===== config.mk =====
export PLATFORM = sky130hd
export DESIGN_NAME = rx_serial_7e1
export DESIGN_NICKNAME = d
export VERILOG_FILES = /design/src/rtl/rx_serial_7e1.sv
export SDC_FILE = /design/constraint.sdc
export NUM_CORES = 1
export LEC_CHECK = 0
export ABC_AREA = 1
export CORE_MARGIN = 2
export CORE_UTILIZATION = 47
export DETAILED_ROUTE_END_ITERATION = 10
export GPL_TIMING_DRIVEN = 0
export PLACE_DENSITY = 0.69
export SLEW_MARGIN = 40
export SYNTH_ARGS = -nofsm -noshare
export SYNTH_HDL_FRONTEND = slang
export SYNTH_SLANG_ARGS = --single-unit

===== constraint.sdc =====
create_clock -name clock -period 1.7 [get_ports clock]
set_input_delay 0.17 -clock clock [delete_from_list [all_inputs] [get_ports clock]]
set_output_delay 0.17 -clock clock [all_outputs]
set_load 0.02 [all_outputs]

===== src/rtl/rx_serial_7e1.sv =====
// rx_serial_7e1: asynchronous serial receiver for 7E1 frames.
// Frame format: one start bit, 7 data bits LSB first, even parity, one stop bit.
// Each bit is sampled at mid-bit. The decoded character is presented with a
// one-cycle pronto pulse.
//
// Parameters:
//   M - clock cycles per bit (even, >= 4)
//   N - bit-timer width (2^N > M)
// Ports:
//   clock          system clock
//   reset          synchronous, active-high reset
//   entrada_serial serial line, idle high, asynchronous to clock
//   dados_ascii    last received character
//   pronto         one-cycle pulse when a frame completes
//   paridade_ok    last frame had correct even parity
//   erro_stop      last frame's stop bit was sampled as 0
//   db_estado      current FSM state code (debug)
module rx_serial_7e1 #(
  parameter int M = 434,
  parameter int N = 9
) (
  input  logic       clock,
  input  logic       reset,
  input  logic       entrada_serial,
  output logic [6:0] dados_ascii,
  output logic       pronto,
  output logic       paridade_ok,
  output logic       erro_stop,
  output logic [3:0] db_estado
);

  typedef enum logic [3:0] {
    st_inicial        = 4'd0,
    st_espera         = 4'd1,
    st_confirma_start = 4'd2,
    st_recebe         = 4'd3,
    st_armazena       = 4'd4,
    st_final          = 4'd5,
    st_aguarda_idle   = 4'd6
  } state_t;

  localparam logic [N-1:0] HALF_END = N'(M/2 - 1);
  localparam logic [N-1:0] BIT_END  = N'(M - 1);

  state_t       state, next_state;
  logic         sync1, rx;
  logic [N-1:0] timer;
  logic [3:0]   bit_idx;
  logic [6:0]   data_reg;
  logic         parity_bit, stop_bit;
  logic         tick_half, tick_bit;

  // Two-flop synchronizer; flops idle high so reset does not look like a start bit
  always_ff @(posedge clock) begin
    if (reset) begin
      sync1 <= 1'b1;
      rx    <= 1'b1;
    end else begin
      sync1 <= entrada_serial;
      rx    <= sync1;
    end
  end

  assign tick_half = (timer == HALF_END);
  assign tick_bit  = (timer == BIT_END);

  always_ff @(posedge clock) begin
    if (reset) state <= st_inicial;
    else       state <= next_state;
  end

  always_comb begin
    next_state = state;
    case (state)
      st_inicial:        next_state = st_espera;
      st_espera:         if (!rx) next_state = st_confirma_start;
      st_confirma_start: if (tick_half) next_state = rx ? st_espera : st_recebe;
      st_recebe:         if (tick_bit && bit_idx == 4'd8) next_state = st_armazena;
      st_armazena:       next_state = st_final;
      // A low stop bit may be a break; wait for idle before hunting for a start
      st_final:          next_state = stop_bit ? st_espera : st_aguarda_idle;
      st_aguarda_idle:   if (rx) next_state = st_espera;
      default:           next_state = st_inicial;
    endcase
  end

  assign pronto    = (state == st_final);
  assign db_estado = state;

  // Bit timer, shift register and output registers
  always_ff @(posedge clock) begin
    if (reset) begin
      timer       <= '0;
      bit_idx     <= '0;
      data_reg    <= '0;
      parity_bit  <= 1'b0;
      stop_bit    <= 1'b0;
      dados_ascii <= '0;
      paridade_ok <= 1'b0;
      erro_stop   <= 1'b0;
    end else begin
      case (state)
        st_confirma_start: begin
          timer   <= tick_half ? '0 : timer + 1'b1;
          bit_idx <= '0;
        end
        st_recebe: begin
          if (tick_bit) begin
            timer   <= '0;
            bit_idx <= bit_idx + 1'b1;
            if (bit_idx < 4'd7)       data_reg   <= {rx, data_reg[6:1]};
            else if (bit_idx == 4'd7) parity_bit <= rx;
            else                      stop_bit   <= rx;
          end else begin
            timer <= timer + 1'b1;
          end
        end
        st_armazena: begin
          dados_ascii <= data_reg;
          paridade_ok <= ~(^data_reg ^ parity_bit);
          erro_stop   <= ~stop_bit;
          timer       <= '0;
        end
        default: timer <= '0;
      endcase
    end
  end

endmodule


# [Word-level counts from Yosys, hierarchy flattened]
# Cells that the tools add are included.
[word_totals] regBits=37 input_bits=3 word_cells=55 output_inout_bits=14
[op_classes] n_bitwise=5 n_eq_ne=15 n_addsub=2 n_lt_le_gt_ge=1 reduce_logical=9 n_mux=12
[ops] cell="4-bit one-hot mux with 7 select lines" n=1
[ops] cell="4-bit two-way mux" n=5
[ops] cell="9-bit two-way mux" n=2
[ops] cell="9-bit one-hot mux with 2 select lines" n=1
[ops] cell="4-bit by 3-bit equality test with 1-bit output, second input constant" n=4
[ops] cell="4-bit AND reduction" n=3
[ops] cell="2-bit inequality test, second input constant" n=5
[ops] cell="9-bit by 1-bit adder with 9-bit output, second input constant" n=1
[ops] cell="9-bit by 8-bit equality test with 1-bit output, second input constant" n=1
[ops] cell="9-bit equality test, second input constant" n=1
[ops] cell="4-bit by 2-bit equality test with 1-bit output, second input constant" n=2
[ops] cell="4-bit one-hot mux with 2 select lines" n=1
[ops] cell="7-bit XOR reduction" n=1
[ops] cell="4-bit by 1-bit adder with 4-bit output, second input constant" n=1
[ops] cell="4-bit by 1-bit equality test with 1-bit output, second input constant" n=1
[ops] cell="4-bit equality test, second input constant" n=1
[ops] cell="4-bit zero test" n=1
[ops] cell="4-bit by 3-bit < comparator with 1-bit output, second input constant" n=1
[ops] cell="1-bit inverter" n=4
[ops] cell="3-bit two-way mux" n=1
[ops] cell="3-bit AND reduction" n=1
[ops] cell="2-bit two-way mux" n=1
[ops] cell="2-bit AND reduction" n=1
[ops] cell="2-bit nonzero test" n=1
[ops] cell="other kinds (2)" n=2

# [Longest topological paths before layout]
[depth] word_depth=4 ltp_mapped=10 ltp_nobuf=10

# [Least setup slack after synthesis]
# OpenSTA, ideal clock, no wires.
[synth_path] kind="register to register" startpoint="register state[2], in the netlist db_estado[2]" endpoint="register paridade_ok" required_time_ns=1.583 arrival_ns=1.249 slack_ns=0.334 setup_time_ns=0.117 path_stages_with_launch=8 n_path_buf=2 synth_period_minus_slack_ns=1.366 path_cell_list="dfxtp_1 -> clkbuf_8 -> nand3_1 -> inv_2 -> buf_2 -> nand2_1 -> nor2_1 -> nor2_1"
[synth_via] elab_chain_len=1
[synth_lines] element="from (decl)" line_no="45" rtl="state_t state, next_state;"
[synth_lines] element="from (signal assigned)" line_no="68" rtl="if (reset) state <= st_inicial;"
[synth_lines] element="from (signal assigned)" line_no="69" rtl="else state <= next_state;"
[synth_lines] element="4-bit by 3-bit equality test with 1-bit output" line_no="102" rtl="case (state)"
[synth_lines] element="to (signal assigned)" line_no="120" rtl="paridade_ok <= ~(^data_reg ^ parity_bit);"
[synth_lines] element="to (decl)" line_no="27" rtl="output logic paridade_ok,"
# Every way passes these cells.
# A chain may end at the register's enable or synchronous reset.

# [Worst setup path in the final report]
[layout_path] startpoint="register state[1], in the netlist db_estado[1]" endpoint="output db_estado[1]"
[layout_lines] element="to (decl)" line_no="29" rtl="output logic [3:0] db_estado"
# No word-level cell between the ends.

==> flow_summary.ini <==
[run_status]
status = complete, no violations

[logic_synthesis]
synth_ff_type = dfxtp_1
yosys-top-cells-area = dfxtp_1, nor2_1, nand2_1
syn_nets = 255
ys_ff_latch = 36
synth-edff-count = 0
syn_avg_cell_area_um2 = 7.53
synth_top_cell_area_share_pct = 38.7
yosysTopAreaCell = dfxtp_1
syn_inst = 247
netlist_area_um2 = 1860
yosys_warnings = 0
synthArstFlopShare_pct = 0
synth_seq_area_share_pct = 38.7
synthDistinctLibCells = 36

[drt]
dr.pass1.iters = 4
drt_iter0_drc = 70
viasPerCell = 4.92
routedWlPerCell_um = 11.0
num_vias = 1565
routed_wl_mm = 3.50
drc = 0
postRouteAntennaNets = 0

[sta]
period_minus_slack_ps = 1600
fin_worst_skew_ps = 7.81
min_period_over_period_pct = 94.1
tns_ps = 0
rsz0062_at_grt = no
max_freq_mhz = 625
final-max-slew-violation-count = 0
setup_viol = 0
hold_viol_final = 0

[final_layout]
nets = 277
largest_reg_flops = 9
fillers = 381
final_common_cell = nor2_1
regArea_um2 = 721
final_core_util_pct = 58.2
multi_input_area_um2 = 975
final_cell_mix = nor2_1, nand2_1, dfxtp_1
drive_above_1_share_pct = 15.6
diodes = 0
area_growth_pct = 17.1

[worst_setup_path]
r2r_end = data_reg[3]
crit_start = db_estado[1]
cp_top_family = buffers and inverters
crit_required_ps = 1530
path_buf_inv = 1
crit_chain = clkdlybuf4s50_1
criticalPathCategory = reg2out
cp_max_fo = 5
arrival_ps = 1430
cpPeakStageDelay_ps = 660
cp_num_cells = 1
reg2reg_depth = 9
rr_startpoint = timer[1]
worstSetupEndpointType = primary output
start_kind = flop
r2r_slack_ps = 220
critPathSlowestCell = clkdlybuf4s50_1

[global_routing]
grt_first_pass_wirelength_mm = 6.22
grt_pass1_vias = 1431
gr-usage-all-layers_pct = 18.6
antenna_found_initial = 0
grt_overflow = 0
grt_start_max_net_pins = 12

[placement]
dp_hpwl_mm = 2.61
port_buffers = 15
gp_congestion = 0.857

[pwr]
p_leak_nw = 0.922
totalPowerFinal_mw = 2.67
vdd_drop_max_v = 0.000632
p_per_area_nw_per_um2 = 1230

[cts]
cts.clk_slew.worst_paths_ps = 70
post_cts_buffers = 0
clk_path_buf_depth = 2
cts_buffers = 5
cts_sinks = 36
clk_latency_ps = 300
cts_tree = built
root_buffer = clkbuf_8
cts_max_level = 2
holdBufCountCts = 0

[floorplanning]
num_io_pins = 17
rows = 22
chipHeight_um = 66.9
die_w_um = 66.9
fp.coreArea_um2 = 3740
die_area_um2 = 4480
initial_core_util_pct = 49.7

[run]
maxCapViolCount = 0

[min_path]
min-delay-start = sync1
min_path_cells = 1
hold_path.class = reg2reg
hold_path_end = rx
-- stage by stage --
stage	hold WS, ps	setup WS, ps	std cells	instance area [um^2]
after floorplan	239	334	247	1860
after global placement	393	233	310	2070
after detailed placement	400	232	310	2070
after CTS	419	94.9	318	2180
after global routing	434	51.1	318	2180
final	416	100	318	2180
-- final cells by class --
type	instances	area share, %
multi-input cells	175	44.7
flip-flops and latches	36	33.1
repair buffers	15	6.83
inverters	29	4.99
clock buffers	6	3.33
well taps	48	2.76
plain buffers	7	2.70
clock inverters	2	1.61
-- where the power goes --
part	total, mW	internal, mW	switching [mW]	leakage, nW
clock	0.753	0.435	0.317	0.0552
combinational	0.907	0.373	0.535	0.575
sequential	1.01	0.943	0.0693	0.292
-- synth_stat cells, types with 4 or more instances --
| master | n |
|---|---|
| xnor2_1 | 4 |
| nand3_1 | 10 |
| dfxtp_1 | 36 |
| nand2_1 | 39 |
| nand4_1 | 6 |
| ha_1 | 5 |
| o21ai_1 | 4 |
| inv_1 | 26 |
| a21oi_1 | 10 |
| nor2_1 | 48 |
| o21ai_0 | 13 |
-- timing repair --
| action | in CTS | in global routing |
|---|---|---|
| pin swaps | 0 | 0 |
| endpoints found under the setup margin | 1 | 1 |
| gates resized for setup | 1 | 1 |
| hold endpoints to repair | 0 | 0 |
-- worst max-delay path by stage --
stage / to / slack (ps)
finish: db_estado[1] / 100
CTS: db_estado[1] / 90
detailed placement: bit_idx[0] / 230
floorplan: paridade_ok / 330
global route: bit_idx[0] / 50
global placement: erro_stop / 230
-- cell families after synthesis --
logic type               count (synthesis)  share of synthesized area, %
buffers and inverters                   36                          9.01
AND/OR/NAND/NOR                        126                          34.2
other                                    1                         0.202
adder cells (fa/ha/maj)                  5                          3.36
AO/OA/AOI/OAI                           36                          11.2
flip-flops                              36                          38.7
XOR/XNOR                                 7                          3.30
-- routing by layer --
metal  wire, um  track usage [%]  share of wire [%]  vias up
met1       1820             25.1                 52      694
met2       1440             27.5                 41       34
met4         53             9.69                1.5        0
met5          0                0                  0        -
met3        185             4.22                5.3        5
li1           -                -                  -      832
Power figures use the tool's default switching activity.
